<file path="src/rtl/sum_accumulator.sv">
// sum_accumulator
// Collects NUM_SAMPLES adder results ({cout_in, sum_in}) over a valid/ready
// handshake and sums them into an ACC_W-bit register. When the batch is complete
// the block presents the total with a sticky overflow flag until the sink takes it.
//
// Parameters
//   DATA_W      adder Sum width; each sample is DATA_W+1 bits including carry
//   ACC_W       accumulator width, must be >= DATA_W+1
//   NUM_SAMPLES samples per batch, must be >= 1
//
// Ports
//   clk        rising-edge clock
//   rst_n      asynchronous active-low reset
//   start      single-cycle pulse, begins a batch (honoured only when idle)
//   sum_in     adder Sum
//   cout_in    adder Cout
//   in_valid   sum_in/cout_in valid
//   in_ready   block accepts a sample this cycle
//   acc_out    accumulated total, registered
//   out_valid  acc_out holds a completed batch
//   out_ready  sink consumes the result
//   overflow   sticky; accumulator wrapped during the current or last batch
//   busy       batch in progress or result waiting
module sum_accumulator #(
  parameter int unsigned DATA_W      = 4,
  parameter int unsigned ACC_W       = 12,
  parameter int unsigned NUM_SAMPLES = 8
) (
  input  logic              clk,
  input  logic              rst_n,
  input  logic              start,
  input  logic [DATA_W-1:0] sum_in,
  input  logic              cout_in,
  input  logic              in_valid,
  output logic              in_ready,
  output logic [ACC_W-1:0]  acc_out,
  output logic              out_valid,
  input  logic              out_ready,
  output logic              overflow,
  output logic              busy
);

  // One extra bit so the count can reach NUM_SAMPLES without wrapping.
  localparam int unsigned       CNT_W    = $clog2(NUM_SAMPLES) + 1;
  localparam logic [CNT_W-1:0]  LAST_CNT = CNT_W'(NUM_SAMPLES - 1);

  typedef enum logic [1:0] {
    StIdle  = 2'd0,
    StAccum = 2'd1,
    StDone  = 2'd2
  } state_e;

  state_e           r_state, w_state_d;
  logic [ACC_W-1:0] r_acc, w_acc_d;
  logic [CNT_W-1:0] r_count, w_count_d;
  logic             r_overflow, w_overflow_d;

  logic             w_xfer;
  logic [ACC_W:0]   w_sum;

  // in_ready depends on state only, so a transfer never loops back through in_valid.
  assign w_xfer = in_valid && (r_state == StAccum);

  // Top bit of the widened sum is the wrap indication for this transfer.
  assign w_sum = {1'b0, r_acc} + (ACC_W+1)'({cout_in, sum_in});

  always_comb begin
    w_state_d    = r_state;
    w_acc_d      = r_acc;
    w_count_d    = r_count;
    w_overflow_d = r_overflow;
    unique case (r_state)
      StIdle: begin
        if (start) begin
          w_acc_d      = '0;
          w_count_d    = '0;
          w_overflow_d = 1'b0;
          w_state_d    = StAccum;
        end
      end
      StAccum: begin
        // Data inputs are only looked at on a transfer, so X outside one is harmless.
        if (w_xfer) begin
          w_acc_d      = w_sum[ACC_W-1:0];
          w_overflow_d = r_overflow | w_sum[ACC_W];
          w_count_d    = r_count + 1'b1;
          if (r_count == LAST_CNT) begin
            w_state_d = StDone;
          end
        end
      end
      StDone: begin
        // start is deliberately ignored here, even alongside out_ready.
        if (out_ready) begin
          w_state_d = StIdle;
        end
      end
      default: begin
        w_state_d = StIdle;
      end
    endcase
  end

  always_ff @(posedge clk or negedge rst_n) begin
    if (!rst_n) begin
      r_state    <= StIdle;
      r_acc      <= '0;
      r_count    <= '0;
      r_overflow <= 1'b0;
    end else begin
      r_state    <= w_state_d;
      r_acc      <= w_acc_d;
      r_count    <= w_count_d;
      r_overflow <= w_overflow_d;
    end
  end

  assign in_ready  = (r_state == StAccum);
  assign out_valid = (r_state == StDone);
  assign busy      = (r_state != StIdle);
  assign acc_out   = r_acc;
  assign overflow  = r_overflow;

endmodule
</file>
<file path="config.mk">
export PLATFORM = sky130hd
export DESIGN_NAME = sum_accumulator
export DESIGN_NICKNAME = d
export VERILOG_FILES = /design/src/rtl/sum_accumulator.sv
export SDC_FILE = /design/constraint.sdc
export NUM_CORES = 1
export LEC_CHECK = 0
export BUFFER_PORTS_ARGS = -buffer_cell sky130_fd_sc_hd__buf_4
export CAP_MARGIN = 20
export CORE_MARGIN = 5
export CORE_UTILIZATION = 35
export CTS_CLUSTER_SIZE = 16
export DETAILED_ROUTE_END_ITERATION = 8
export PLACE_DENSITY_LB_ADDON = 0.15
export SLEW_MARGIN = 20
export SYNTH_ARGS = -nofsm -noshare
export SYNTH_HDL_FRONTEND = slang
export SYNTH_SLANG_ARGS = --single-unit
</file>
<file path="constraint.sdc">
create_clock -name clk -period 2.2 [get_ports clk]
set_input_delay 0.44 -clock clk [delete_from_list [all_inputs] [get_ports clk]]
set_output_delay 0.44 -clock clk [all_outputs]
set_load 0.005 [all_outputs]
</file>
==> summary.md <==
| Metric | Value |
|---|---|
| HP Class | `in -> reg` |
| Mux contribution to synthesized area | `0.0414` |
| Clock Latency Late Sink | `0.30 ns` |
| Arr. time, crit path | `2.20 ns` |
| Compound-cell area share of the yosys netlist | `0.202` |
| Distinct cell type count of the synthesized netlist | `39` |
| Post-DR vias/cell | `4.99` |
| Synth Area in Adders | `0.0850` |
| Share of layout cells above drive strength 1 | `0.286` |
| Number of diodes | `0` |
| Post-Layout Inst Area | `0.00141 sq mm` |
| Final setup vio count | `0` |
| Top Ports | `26` |
| CTS tree | `done` |
| Root Driver | `clkbuf_4` |
| Setup TNS | `0 ns` |
| Initial Util | `0.366` |
| Area of the multi-input gates | `616 sq um` |
| Synthesized cell area | `0.00112 sq mm` |
| Peak supply drop | `516 uV` |
| Part of the power in registers | `0.369` |
| # rows | `20` |
| MaxCap Viol Count | `0` |
| Largest family of logic cells by synthesized area | `simple AND/OR/NAND/NOR gates` |
| Placer Congestion | `0.765` |
| Drt first pass iters | `4` |
| Lkg Pwr | `0.680 nW` |
| Power Dens Cells | `1110 mW/mm^2` |
| Avg Inst Size Synth | `10.3 sq um` |
| Clock power share | `0.117` |
| Total grt overflow | `0` |
| Nets@finish | `158` |
| DR iter-0 viols | `14` |
| Min Tclk post-route | `1.97 ns` |
| P_int | `0.938 mW` |
| First-pass GRT wire length | `4130 um` |
| Routed Antenna Nets | `0` |
| Status | `completed` |
| #FFs+latches synth | `19` |
| Final cycle utilization of the critical path | `0.895` |
| Post-CTS Setup Inserts | `0` |
| XOR/XNOR Fraction of Synth Area | `0.0157` |
| RSZ-0062 raised after global routing | `no` |
| Clock buffer depth | `2` |
| Slew HR | `0.728` |
| Worst-path clk slew | `0.11 ns` |
| P_sw | `0.618 mW` |
| CTS Buf Count | `3` |
| Peak Freq | `508 MHz` |
| CP endpoint kind | `flip-flop` |
| Register area | `475 sq um` |
| Dpl cell area | `0.00137 sq mm` |
| Core ar. | `0.00305 sq mm` |
| Port buffer count | `25` |
| Sw Ratio | `0.397` |
| Area growth syn-to-layout | `25.8%` |
| Initial antenna violation count | `0` |
| Combinational power share | `0.515` |
| Post-DP HPWL | `1860 um` |
| CTS H-Tree Depth | `1` |
| CP startpoint kind | `flip-flop` |
| Max Slew Vio Count | `0` |
| # fillers | `317` |
| Final hold violations | `0` |
| Skew final | `0.00615 ns` |
| Syn_nets | `126` |
| Drt drc | `0` |
| Ys Warns | `0` |
| CP Max Fanout | `7` |
| Setup Crit Path Kind | `reg -> reg` |
| Vias in the first global route | `888` |
| Gate Count Post-Synth | `109` |
| GRT Total Usage | `0.121` |
| Drt total wl | `2410 um` |
| # resized after CTS | `0` |
| Via Count | `918` |
| Height of the die | `66.5 um` |
| Largest net degree at the start of global routing | `20` |
| Worst endpoint required time | `2.43 ns` |
| DIE WIDTH | `66.5 um` |
| Die area | `0.00443 sq mm` |
| TritonCTS Sinks | `19` |
| Seq/Total Area, Yosys | `0.425` |
| Simple-gate portion of the synthesized area | `0.206` |
| Least-Margin Pin Slew | `0.408 ns` |
| WL/cell | `13.1 um` |
-- layout by cell type (no fill, tap or decap), types with 2 or more instances in the layout --
cell type and instances:
a22o_1 4, ha_1 6, nor2_1 5, nand3_1 4
o21a_1 2, buf_4 27, nand3b_1 2, clkbuf_4 3
nand2_1 8, o31ai_1 3, or4_1 2, or3_1 2
dfrtp_1 19, a21o_1 2, mux2i_1 2, inv_1 6
a21oi_1 7, or2_2 2, a211oi_1 3, o21ai_0 9
-- state kept, by name, indices dropped and copies added, names as in the netlist --
register	cells
acc_out	12
overflow	1
r_count	4
r_state	2
-- final cells by class --
class                      instances  share of cell area
tap                               44              0.0391
sequential                        19               0.338
multi-input combinational         83               0.437
clock buffer                       4              0.0187
timing repair buffer              28               0.151
inverter                           6              0.0160
-- worst paths after layout --
kind	start	to	slack, ns	cells after the start
min in group asynchronous	rst_n	acc_out[1]$_DFFE_PN0P_	0.53	2
min	out_ready	r_state[1]$_DFFE_PN0P_	0.42	3
max in group asynchronous	rst_n	acc_out[5]$_DFFE_PN0P_	1.46	2
max	acc_out[0]$_DFFE_PN0P_	acc_out[6]$_DFFE_PN0P_	0.23	7
max reg2reg	acc_out[0]$_DFFE_PN0P_	acc_out[6]$_DFFE_PN0P_	0.23	7
min reg2reg	overflow$_DFFE_PN0P_	overflow$_DFFE_PN0P_	0.52	2
-- routing by layer --
layer | track usage | share of wire
met2 | 0.195 | 0.46
met4 | 0.00761 | 0.0042
met1 | 0.160 | 0.48
met3 | 0.0472 | 0.058
met5 | 0 | 0
-- synthesized netlist by cell type --
library cell | count | share of area
a211o_1 | 1 | 0.0078
a211oi_1 | 3 | 0.020
a21o_1 | 2 | 0.013
a21oi_1 | 7 | 0.031
a22o_1 | 4 | 0.031
a32o_1 | 1 | 0.0089
and2b_2 | 1 | 0.0078
and3_1 | 1 | 0.0056
and3b_1 | 1 | 0.0078
and3b_2 | 1 | 0.0089
and4bb_2 | 1 | 0.011
buf_2 | 1 | 0.0045
dfrtp_1 | 19 | 0.43
fa_1 | 1 | 0.018
ha_1 | 6 | 0.067
inv_1 | 6 | 0.020
mux2_2 | 1 | 0.010
mux2_4 | 1 | 0.013
mux2i_1 | 2 | 0.018
nand2_1 | 8 | 0.027
nand3_1 | 4 | 0.018
nand3b_1 | 2 | 0.013
nand4_1 | 1 | 0.0056
nand4_4 | 1 | 0.019
nor2_1 | 5 | 0.017
nor2_2 | 1 | 0.0056
nor2b_1 | 1 | 0.0056
nor3b_2 | 1 | 0.011
o21a_1 | 2 | 0.013
o21ai_0 | 9 | 0.040
o311ai_0 | 1 | 0.0078
o31ai_1 | 3 | 0.020
o41ai_1 | 1 | 0.0078
or2_2 | 2 | 0.011
or2b_1 | 1 | 0.0067
or3_1 | 2 | 0.011
or4_1 | 2 | 0.013
xnor2_1 | 1 | 0.0078
xor2_1 | 1 | 0.0078
-- worst max-delay path: stages, from the launching register on --
cell	delay, ns
dfrtp_1	0.41
ha_1	0.22
fa_1	0.43
a211o_1	0.33
a21oi_1	0.13
buf_4	0.15
o21ai_0	0.08
a21oi_1	0.14
-- stage by stage --
stage | hold WS, ns | util | cells | power, mW | setup slack, ns
finish | 0.423 | 0.461 | 184 | 1.56 | 0.230
global route | 0.418 | 0.461 | 184 | 1.71 | 0.0537
CTS | 0.418 | 0.461 | 184 | 1.58 | 0.220
detailed placement | 0.333 | 0.449 | 179 | 1.39 | 0.0815
global placement | 0.332 | 0.449 | 179 | 1.37 | 0.111
floorplan | 0.144 | - | 109 | 1.09 | 0.208
-- power by group through the flow --
stage / sequential, mW / combinational, mW / clock, mW
floorplan: 0.566 / 0.519 / 0
global placement: 0.577 / 0.798 / 0
detailed placement: 0.582 / 0.812 / 0
CTS: 0.575 / 0.816 / 0.190
global route: 0.594 / 0.917 / 0.198
finish: 0.573 / 0.801 / 0.182
-- repair_timing --
item | CTS | global route
endpoints found under the hold margin | 19 | 0
hold buffers | 1 | 0
setup endpoints to repair | 0 | 0
-- cell families (layout without fill, tap and decap cells) --
group | after synthesis | count (layout)
muxes | 4 | 4
adders and majority gates | 7 | 7
xor gates and xnor gates | 2 | 2
buffers and inverters | 7 | 38
AOI/OAI and AO/OA | 34 | 34
DFF | 19 | 19
and+or+nand+nor | 36 | 36
(Power assumes the default switching activity.)
